[src/rtl/div_seq_pkg.sv]
// Shared types for the EX-stage sequential divider.
// State encoding and default widths.
package div_seq_pkg;

  localparam int DIV_DATA_WD = 32;

  typedef enum logic [1:0] {
    DIV_IDLE = 2'b00,
    DIV_ZERO = 2'b01,
    DIV_ON   = 2'b10,
    DIV_END  = 2'b11
  } div_state_e;

endpackage

[src/rtl/div_seq_step.sv]
// One radix-2 restoring-division iteration.
// Shifts {rem,quo} left, subtracts divisor when it fits.
module div_seq_step
  import div_seq_pkg::*;
#(
  parameter int DATA_WD = DIV_DATA_WD
) (
  input  logic [2*DATA_WD-1:0] work_i,
  input  logic [DATA_WD-1:0]   dvsr_i,
  output logic [2*DATA_WD-1:0] work_o
);

  logic [DATA_WD:0]   rem_sh;
  logic [DATA_WD:0]   diff;
  logic               ge;
  logic [DATA_WD-1:0] rem_n;
  logic [DATA_WD-1:0] quo_n;

  // rem < dvsr holds, so rem_sh < 2*dvsr and the
  // borrow shows up in the top bit of diff.
  always_comb begin
    rem_sh = work_i[2*DATA_WD-1:DATA_WD-1];
    diff   = rem_sh - {1'b0, dvsr_i};
    ge     = ~diff[DATA_WD];
    rem_n  = ge ? diff[DATA_WD-1:0]
                : rem_sh[DATA_WD-1:0];
    quo_n  = {work_i[DATA_WD-2:0], ge};
    work_o = {rem_n, quo_n};
  end

endmodule

[src/rtl/div_seq.sv]
// Multi-cycle DIV/DIVU sequencer for the EX stage.
// Drives the EX stall request and the HI/LO result.
module div_seq
  import div_seq_pkg::*;
#(
  parameter int                 DATA_WD = DIV_DATA_WD,
  parameter logic [DATA_WD-1:0] ZERO_Q  = {DATA_WD{1'b1}}
) (
  input  logic               clk,
  input  logic               rst,
  input  logic               div_start,
  input  logic               div_signed,
  input  logic [DATA_WD-1:0] dividend,
  input  logic [DATA_WD-1:0] divisor,
  input  logic               annul,
  output logic               stallreq_for_div,
  output logic               result_valid,
  output logic [DATA_WD-1:0] quotient,
  output logic [DATA_WD-1:0] remainder
);

  localparam int CNT_WD = $clog2(DATA_WD);
  localparam logic [CNT_WD-1:0] CNT_LAST =
    CNT_WD'(DATA_WD - 1);

  div_state_e           state_q, state_d;
  logic [CNT_WD-1:0]    cnt_q, cnt_d;
  logic [2*DATA_WD-1:0] work_q, work_d;
  logic [DATA_WD-1:0]   dvsr_q, dvsr_d;
  logic [DATA_WD-1:0]   dvd_q, dvd_d;
  logic                 negq_q, negq_d;
  logic                 negr_q, negr_d;
  logic [DATA_WD-1:0]   quo_q, quo_d;
  logic [DATA_WD-1:0]   rem_q, rem_d;

  logic                 go;
  logic                 sa;
  logic                 sb;
  logic [2*DATA_WD-1:0] step_nxt;
  logic [DATA_WD-1:0]   step_quo;
  logic [DATA_WD-1:0]   step_rem;

  div_seq_step #(
    .DATA_WD(DATA_WD)
  ) u_step (
    .work_i(work_q),
    .dvsr_i(dvsr_q),
    .work_o(step_nxt)
  );

  assign step_rem = step_nxt[2*DATA_WD-1:DATA_WD];
  assign step_quo = step_nxt[DATA_WD-1:0];

  // A dropped start or an annul both abandon the divide.
  assign go = div_start & ~annul;

  assign stallreq_for_div =
    div_start & (state_q != DIV_END) & ~annul;
  assign result_valid = (state_q == DIV_END) & ~annul;
  assign quotient     = quo_q;
  assign remainder    = rem_q;

  // Next-state, operand latch and result capture.
  always_comb begin
    state_d = state_q;
    cnt_d   = cnt_q;
    work_d  = work_q;
    dvsr_d  = dvsr_q;
    dvd_d   = dvd_q;
    negq_d  = negq_q;
    negr_d  = negr_q;
    quo_d   = quo_q;
    rem_d   = rem_q;
    sa      = div_signed & dividend[DATA_WD-1];
    sb      = div_signed & divisor[DATA_WD-1];
    unique case (state_q)
      DIV_IDLE: begin
        if (go) begin
          dvd_d  = dividend;
          negq_d = sa ^ sb;
          negr_d = sa;
          dvsr_d = sb ? -divisor : divisor;
          work_d = {{DATA_WD{1'b0}},
                    sa ? -dividend : dividend};
          cnt_d  = '0;
          state_d = (divisor == '0) ? DIV_ZERO
                                    : DIV_ON;
        end
      end
      DIV_ZERO: begin
        if (go) begin
          quo_d   = ZERO_Q;
          rem_d   = dvd_q;
          state_d = DIV_END;
        end else begin
          state_d = DIV_IDLE;
        end
      end
      DIV_ON: begin
        if (go) begin
          work_d = step_nxt;
          cnt_d  = cnt_q + CNT_WD'(1);
          if (cnt_q == CNT_LAST) begin
            quo_d   = negq_q ? -step_quo : step_quo;
            rem_d   = negr_q ? -step_rem : step_rem;
            state_d = DIV_END;
          end
        end else begin
          state_d = DIV_IDLE;
        end
      end
      DIV_END: begin
        state_d = DIV_IDLE;
      end
      default: begin
        state_d = DIV_IDLE;
      end
    endcase
  end

  // State and datapath registers.
  always_ff @(posedge clk or posedge rst) begin
    if (rst) begin
      state_q <= DIV_IDLE;
      cnt_q   <= '0;
      work_q  <= '0;
      dvsr_q  <= '0;
      dvd_q   <= '0;
      negq_q  <= 1'b0;
      negr_q  <= 1'b0;
      quo_q   <= '0;
      rem_q   <= '0;
    end else begin
      state_q <= state_d;
      cnt_q   <= cnt_d;
      work_q  <= work_d;
      dvsr_q  <= dvsr_d;
      dvd_q   <= dvd_d;
      negq_q  <= negq_d;
      negr_q  <= negr_d;
      quo_q   <= quo_d;
      rem_q   <= rem_d;
    end
  end

endmodule

[config.mk]
export PLATFORM = sky130hd
export DESIGN_NAME = div_seq
export DESIGN_NICKNAME = d
export VERILOG_FILES = /design/src/rtl/div_seq_pkg.sv /design/src/rtl/div_seq_step.sv /design/src/rtl/div_seq.sv
export SDC_FILE = /design/constraint.sdc
export NUM_CORES = 1
export LEC_CHECK = 0
export BUFFER_PORTS_ARGS = -buffer_cell sky130_fd_sc_hd__buf_4
export CAP_MARGIN = 20
export CELL_PAD_IN_SITES_DETAIL_PLACEMENT = 0
export CELL_PAD_IN_SITES_GLOBAL_PLACEMENT = 1
export CORE_UTILIZATION = 49
export CTS_CLUSTER_SIZE = 40
export DETAILED_ROUTE_END_ITERATION = 8
export PLACE_DENSITY_LB_ADDON = 0.25
export SLEW_MARGIN = 20
export SYNTH_ARGS = -nofsm -noshare
export SYNTH_HDL_FRONTEND = slang
export SYNTH_SLANG_ARGS = --single-unit
[constraint.sdc]
create_clock -name clk -period 10.4 [get_ports clk]
set_input_delay 1.56 -clock clk [delete_from_list [all_inputs] [get_ports clk]]
set_output_delay 1.56 -clock clk [all_outputs]
set_load 0.02 [all_outputs]
==> run summary, run 1 <==
WP data required: 10.81 ns
Sequential-to-total area share from yosys stat: 0.3684
Largest net degree at the start of global routing: 133
Worst vdd rail ir drop: 0.0003036 V
Initial DRC Count: 1,072
Metal3 WL: 2.194 mm
Clock Path Buffers: 3
Core Util, Final: 0.5797
Hold Crit Class: flip-flop to flip-flop
Max Freq: 166.8 MHz
CTS tree: yes
Final Hold Vio Count: 0
Post-DR vias/cell: 5.888
# rows: 60
Fin crit share: 0.5766
Share of post-route cells with drive strength above 1: 0.1507
Htree depth: 1
RSZ-0062 raised after global routing: no
EDFF count, synth: 0
Synth async-reset ratio: 1.000
Count of cell types in the netlist: 86
Met2 WL: 18.55 mm
WS Path Type: flip-flop to flip-flop
Die height: 168.9 µm
Grt total ovfl: 0
Top sig layer: met4
Sequence of cells on the critical path: inv_1 > ha_1 > inv_1 > fa_1 > a211oi_2 > nor3_2 > o21ai_1 > a2111oi_4 > mux2i_1 > buf_4 > nor2_4 > inv_2 > mux2i_1 > ha_1 > inv_1 > or4b_1 > a2111oi_2 > a31oi_1 > or2_0 > nor3b_1 > mux2_2 > o221ai_1
P&R area growth vs syn: 15.39%
Outcome: completed
Synth Register Bits: 201
Synthesized area: 13,650 µm²
Power Density: 378.9 nW/µm²
Worst clock skew: 0.01198 ns
Number of global-route vias before repair: 11,711
Worst slew margin: 0.2851
Layout fillers: 2,582
Design area: 15,750 µm²
Adder-Cell Fraction of Synth Area: 0.04087
Multiplexer area fraction after synthesis: 0.05847
TritonCTS buffer count: 24
Number of port buffers: 134
CORE AREA: 27,180 µm²
Final ANT Viol Nets: 0
Post_cts resized: 0
Final setup vio count: 0
Most frequent CP cell: inv_1
Switching power total: 2904 µW
RD Place Congestion: 0.8692
# hold bufs at CTS: 0
Avg WL per Cell: 18.68 µm
Chip Width: 168.9 µm
Clock Power Share: 0.157
Die Footprint: 28,540 µm²
Drt pass-1 iters: 6
Worst path max stage delay: 0.60 ns
Clock root buffer: clkbuf_16
Int Pwr: 3065 µW
# Post-CTS Setup Buffers: 0
Leak Pwr: 0.006755 µW
Combinational power share: 0.601
Post-Syn Instances: 1,632
Most frequent cells in the layout: dfrtp_1, nand2_1, o21ai_0, a21oi_1, nor2_1
Crit path max fanout: 11
Placed cell area: 14,840 µm²
Synth Area in Compound Gates: 0.2242
Commonest non-fill, non-tap cell in the layout: dfrtp_1
HPWL after detailed placement: 28.41 mm
Tightest Pin Transition: 1.070 ns
CTS clk-pin slew, worst paths: 0.06 ns
Post-Synth Simple-Gate Area: 0.1828
Final setup TNS: 0 ns
Sw frac: 0.4865
Yosys warnings: 0
First-pass GRT wire length: 62.79 mm
Max stage delay cell, worst path: or4b_1
Slew Viols, Final: 0
Max Cap Viol: 0
# IOs: 135
XOR/XNOR Fraction of Synth Area: 0.08147
CTS sink cnt: 201
Main flop type after synthesis: dfrtp_1
Initial Util: 0.5024
Vias: 12,394
Worst skew pair latency: 0.52 ns
Sequential share of power: 0.242
WP data arrival: 6.41 ns
Fin crit period: 5.997 ns
Largest family of logic cells by synthesized area: compound AO/OA/AOI/OAI gates
Tot GR Track Use: 0.2758
Total routed wirelength: 39.32 mm
Worst setup EP type: flip-flop
Nets: 1,827
Post-Syn Nets: 1,745
Initial antenna violation count: 1
Drt drc: 0
Startpoint types: flip-flop
Syn avg cell area: 8.366 µm²
M1 WL: 17.78 mm
==> cells in the mapped netlist, drive strengths merged, types with 6 or more instances <==
| master | n | share of area |
|---|---|---|
| a211oi | 11 | 0.0064 |
| a21o | 11 | 0.0060 |
| a21oi | 166 | 0.061 |
| a22o | 7 | 0.0045 |
| a31oi | 12 | 0.0060 |
| and2 | 11 | 0.0050 |
| and3 | 17 | 0.0078 |
| buf | 30 | 0.012 |
| clkbuf | 61 | 0.017 |
| dfrtp | 201 | 0.37 |
| ha | 43 | 0.039 |
| inv | 52 | 0.014 |
| mux2 | 38 | 0.031 |
| mux2i | 37 | 0.027 |
| nand2 | 189 | 0.052 |
| nand2b | 12 | 0.0055 |
| nand3 | 20 | 0.0073 |
| nand4 | 13 | 0.0060 |
| nor2 | 153 | 0.043 |
| nor2b | 10 | 0.0046 |
| nor3 | 39 | 0.015 |
| nor3b | 6 | 0.0033 |
| nor4 | 17 | 0.0078 |
| o211ai | 10 | 0.0059 |
| o21ai | 190 | 0.070 |
| o21bai | 6 | 0.0033 |
| o31ai | 22 | 0.012 |
| o41ai | 16 | 0.011 |
| or2 | 6 | 0.0029 |
| or3 | 17 | 0.0078 |
| or4 | 13 | 0.0077 |
| xnor2 | 48 | 0.031 |
| xor2 | 79 | 0.051 |
==> stage by stage <==
stage | cells | worst slack, ns | power, µW | hold slack [ns]
6_report | 2105 | 4.403 | 5970 | 0.4764
5_1_grt | 2104 | 3.994 | 6413 | 0.4992
4_1_cts | 2102 | 4.486 | 5943 | 0.4841
3_5_place_dp | 2058 | 4.509 | 4981 | 0.4704
3_3_place_gp | 2058 | 4.684 | 4942 | 0.4596
2_1_floorplan | 1632 | 3.358 | 3972 | 0.4418
==> routing by layer <==
metal,track usage,up-vias
li1,-,5994
met1,0.3843,6002
met2,0.4545,337
met3,0.03624,61
met4,0.06561,0
met5,0,-
==> cells by family (layout without fill, tap and decap cells) <==
logic type,Yosys count,after routing
DFF,201,201
and+or+nand+nor,534,534
muxes,75,75
adders and majority gates,44,44
xor gates and xnor gates,127,127
AOI/OAI and AO/OA,507,507
other,0,1
buffers and inverters,144,244
==> state kept, by name (all words and copies together) (netlist names) <==
name,flops
state_q,2
quotient,32
work_q,64
negr_q,1
dvd_q,32
negq_q,1
cnt_q,5
remainder,32
dvsr_q,32
==> area by class of cell <==
cell class	instances	area (µm²)	share of cell area
diodes	1	2.502	0.0001588
clock buffers	29	660.6	0.04193
clock inverters	15	217.7	0.01382
inverters	53	206.4	0.01310
multi-input cells	1287	8048	0.5108
flip-flops and latches	201	5030	0.3193
well taps	372	465.4	0.02954
repair buffers	147	1124	0.07132
==> worst paths after layout <==
path	startpoint	endpoint	slack, ns	cells past startpoint
setup / recovery	work_q[31]	remainder[28]	4.40	22
hold / removal	dvsr_q[11]	dvsr_q[11]	0.48	2
max in group asynchronous	rst	cnt_q[0]	7.66	3
min in group asynchronous	rst	work_q[10]	1.21	2
hold reg to reg	dvsr_q[11]	dvsr_q[11]	0.48	2
setup reg to reg	work_q[31]	remainder[28]	4.40	22
==> worst max-delay path: cells and delay by family (launching register included) <==
family / cells / cell delay [ns]
AO/OA/AOI/OAI: 6 / 1.70
AND/OR/NAND/NOR: 5 / 1.36
adder cells (fa/ha/maj): 3 / 0.99
multiplexers: 3 / 0.82
buffers and inverters: 5 / 0.61
flip-flops: 1 / 0.41
==> power groups by stage <==
stage / Sequential, µW / Clock [µW] / Combinational [µW]
after CTS: 1450 / 947 / 3550
after global placement: 1450 / 0 / 3490
after global routing: 1490 / 978 / 3940
final: 1450 / 934 / 3590
after detailed placement: 1460 / 0 / 3520
after floorplan: 1500 / 0 / 2470
(Power assumes the default switching activity.)
==> inputs of run 2 (changes only) <==
--- a/config.mk
+++ b/config.mk
@@ -9,7 +9,7 @@
 export CAP_MARGIN = 20
 export CELL_PAD_IN_SITES_DETAIL_PLACEMENT = 0
 export CELL_PAD_IN_SITES_GLOBAL_PLACEMENT = 1
-export CORE_UTILIZATION = 49
+export CORE_UTILIZATION = 41
 export CTS_CLUSTER_SIZE = 40
 export DETAILED_ROUTE_END_ITERATION = 8
 export PLACE_DENSITY_LB_ADDON = 0.25
==> constraint.sdc (replaced) <==
create_clock -name clk -period 5.35 [get_ports clk]
set_input_delay 0.8025 -clock clk [delete_from_list [all_inputs] [get_ports clk]]
set_output_delay 0.8025 -clock clk [all_outputs]
set_load 0.02 [all_outputs]
==> run 2 against run 1 <==
Compared with the run above:
- flip-flop and latch count unchanged
- critical endpoint unchanged
- clock power is 99% higher
- non-clock buffer count grew 44
- via count grew 0.87%
- design area up 3.3%
- largest cell class unchanged
- setup slack got worse by 4.1 ns
- critical path type unchanged
==> run summary, run 2 (synthesized netlist as in run 1, its figures left out) <==
Most frequent cells in the layout: dfrtp_1, buf_4, nand2_1, o21ai_0, a21oi_1 (was dfrtp_1, nand2_1, o21ai_0, a21oi_1, nor2_1)
Initial Util: 0.4186 (was 0.5024)
Sequence of cells on the critical path: ha_1 > nand3_1 > nor3_2 > o21ai_2 > a2111oi_4 > mux2i_2 > nor2_4 > inv_4 > mux2i_2 > ha_2 > inv_1 > or4b_4 > a2111oi_4 > a31oi_1 > or2_4 > nor3b_2 > mux2_2 > o221ai_1 (was inv_1 > ha_1 > inv_1 > fa_1 > a211oi_2 > nor3_2 > o21ai_1 > a2111oi_4 > mux2i_1 > buf_4 > nor2_4 > inv_2 > mux2i_1 > ha_1 > inv_1 > or4b_1 > a2111oi_2 > a31oi_1 > or2_0 > nor3b_1 > mux2_2 > o221ai_1)
Startpoint types: flip-flop (unchanged)
Int Pwr: 6308 µW (was 3065 µW)
# IOs: 135 (unchanged)
WS Path Type: flip-flop to flip-flop (unchanged)
Max stage delay cell, worst path: or4b_4 (was or4b_1)
Max Cap Viol: 0 (unchanged)
Post-route setup slack: 0.2597 ns (was 4.403 ns)
Outcome: completed (unchanged)
Hold Crit Class: primary input to async pin (was flip-flop to flip-flop)
Drt pass-1 iters: 5 (was 6)
WP data required: 5.80 ns (was 10.81 ns)
Number of global-route vias before repair: 12,128 (was 11,711)
Buf/Inv on CP: 2 (was 5)
Final ANT Viol Nets: 0 (unchanged)
R2r startpoint: work_q[38] (was work_q[31])
WP data arrival: 5.54 ns (was 6.41 ns)
Htree depth: 1 (unchanged)
# rows: 66 (was 60)
Worst skew pair latency: 0.55 ns (was 0.52 ns)
RSZ-0062 raised after global routing: no (unchanged)
Tot GR Track Use: 0.2422 (was 0.2758)
Clock Path Buffers: 3 (unchanged)
Die Footprint: 34,030 µm² (was 28,540 µm²)
CTS tree: yes (unchanged)
Fin crit share: 0.9515 (was 0.5766)
Switching power total: 5824 µW (was 2904 µW)
Chip Width: 184.5 µm (was 168.9 µm)
Leak Pwr: 0.006985 µW (was 0.006755 µW)
Initial DRC Count: 896 (was 1,072)
Sw frac: 0.4801 (was 0.4865)
Drt drc: 0 (unchanged)
CTS clk-pin slew, worst paths: 0.06 ns (about the same)
Fin crit period: 5.090 ns (was 5.997 ns)
Vias: 12,502 (was 12,394)
Design area: 16,280 µm² (was 15,750 µm²)
Grt total ovfl: 0 (unchanged)
TritonCTS buffer count: 25 (was 24)
Worst vdd rail ir drop: 0.0003405 V (was 0.0003036 V)
Post-place setup slack: 0.05233 ns (was 4.509 ns)
Total routed wirelength: 40.83 mm (was 39.32 mm)
Final setup vio count: 0 (unchanged)
CP top delay family: simple AND/OR/NAND/NOR gates (was compound AO/OA/AOI/OAI gates)
Sequential share of power: 0.234 (was 0.242)
RD Place Congestion: 0.8781 (was 0.8692)
Final setup TNS: 0 ns (unchanged)
Clock root buffer: clkbuf_16 (unchanged)
Power Density: 745.4 nW/µm² (was 378.9 nW/µm²)
Layout fillers: 3,173 (was 2,582)
Avg WL per Cell: 18.40 µm (was 18.68 µm)
HPWL after detailed placement: 30.37 mm (was 28.41 mm)
CTS sink cnt: 201 (unchanged)
Worst clock skew: 0.01553 ns (was 0.01198 ns)
Die height: 184.5 µm (was 168.9 µm)
First-pass GRT wire length: 65.29 mm (was 62.79 mm)
Final Hold Vio Count: 0 (unchanged)
Worst path max stage delay: 0.58 ns (was 0.60 ns)
Largest net degree at the start of global routing: 173 (was 133)
Max Freq: 196.5 MHz (was 166.8 MHz)
Worst slew margin: 0.2780 (was 0.2851)
Slew Viols, Final: 0 (unchanged)
Post-DR vias/cell: 5.634 (was 5.888)
Clock Power Share: 0.154 (was 0.157)
Share of post-route cells with drive strength above 1: 0.1778 (was 0.1507)
Crit path max fanout: 7 (was 11)
Worst setup EP type: flip-flop (unchanged)
Number of port buffers: 134 (unchanged)
Largest register FFs: 64 (unchanged)
Antenna cells: 0 (was 1)
Tightest Pin Transition: 1.083 ns (was 1.070 ns)
Placed cell area: 15,270 µm² (was 14,840 µm²)
Commonest non-fill, non-tap cell in the layout: dfrtp_1 (unchanged)
CORE AREA: 32,620 µm² (was 27,180 µm²)
Combinational power share: 0.612 (was 0.601)
Setup crit start: work_q[38] (was work_q[31])
P&R area growth vs syn: 19.21% (was 15.39%)
Biggest register: work_q (unchanged)
Nets: 1,872 (was 1,827)
Initial antenna violation count: 1 (unchanged)
==> run 2: changes by cell type in the layout (fill, tap and decap cells not counted), moves of 2 or more <==
cell / previous run / this run
clkbuf_8: 2 / 4
buf_4: 145 / 189
mux2i_1: 37 / 35
clkinvlp_4: 4 / 2
mux2i_2: 0 / 2
==> run 2: worst paths after layout <==
path / endpoint / cells after the start / slack, ns
max: remainder[28] / 18 / 0.26
min: dvsr_q[5] / 2 / 0.36
max reg2reg: remainder[28] / 18 / 0.26
min reg2reg: dvsr_q[16] / 2 / 0.48
max in group asynchronous: negq_q / 4 / 3.54
min in group clk: dvsr_q[16] / 2 / 0.48
==> run 2: final cells by class <==
| type | count | area (µm²) | share of cell area |
|---|---|---|---|
| clock inverters | 13 | 211.5 | 0.01299 |
| multi-input cells | 1287 | 8117 | 0.4987 |
| repair buffers | 191 | 1466 | 0.09010 |
| clock buffers | 32 | 691.9 | 0.04251 |
| well taps | 442 | 553.0 | 0.03398 |
| flip-flops and latches | 201 | 5031 | 0.3091 |
| inverters | 53 | 205.2 | 0.01261 |
==> run 2: power by group through the flow <==
stage | registers [µW] | clock network (µW) | logic (µW)
finish | 2840 | 1860 | 7430
global route | 2940 | 1970 | 8190
CTS | 2830 | 1900 | 7280
detailed placement | 2850 | 0 | 7240
global placement | 2840 | 0 | 7190
floorplan | 2920 | 0 | 4820
==> run 2: metrics by stage <==
stage	power, µW	cells	util	hold slack, ns
2_1_floorplan	7738	1632	-	0.4418
3_3_place_gp	10030	2171	0.4680	0.4615
3_5_place_dp	10100	2171	0.4680	0.4685
4_1_cts	12020	2216	0.4957	0.3685
5_1_grt	13100	2219	0.4990	0.4130
6_report	12130	2219	0.4990	0.3615
==> run 2: repair_timing <==
item | in CTS | in global routing
buffers inserted | 0 | 2
setup endpoints to repair | 0 | 4
endpoints found under the hold margin | 0 | 0
hold buffers | 0 | 0
resized for setup | 0 | 11
==> run 2: layer usage <==
metal | vias up | track usage | wire [µm]
li1 | 6096 | - | -
met3 | 48 | 0.03201 | 1986
met5 | - | 0 | 13
met1 | 6059 | 0.3489 | 19440
met4 | 2 | 0.05567 | 723
met2 | 297 | 0.3832 | 18670
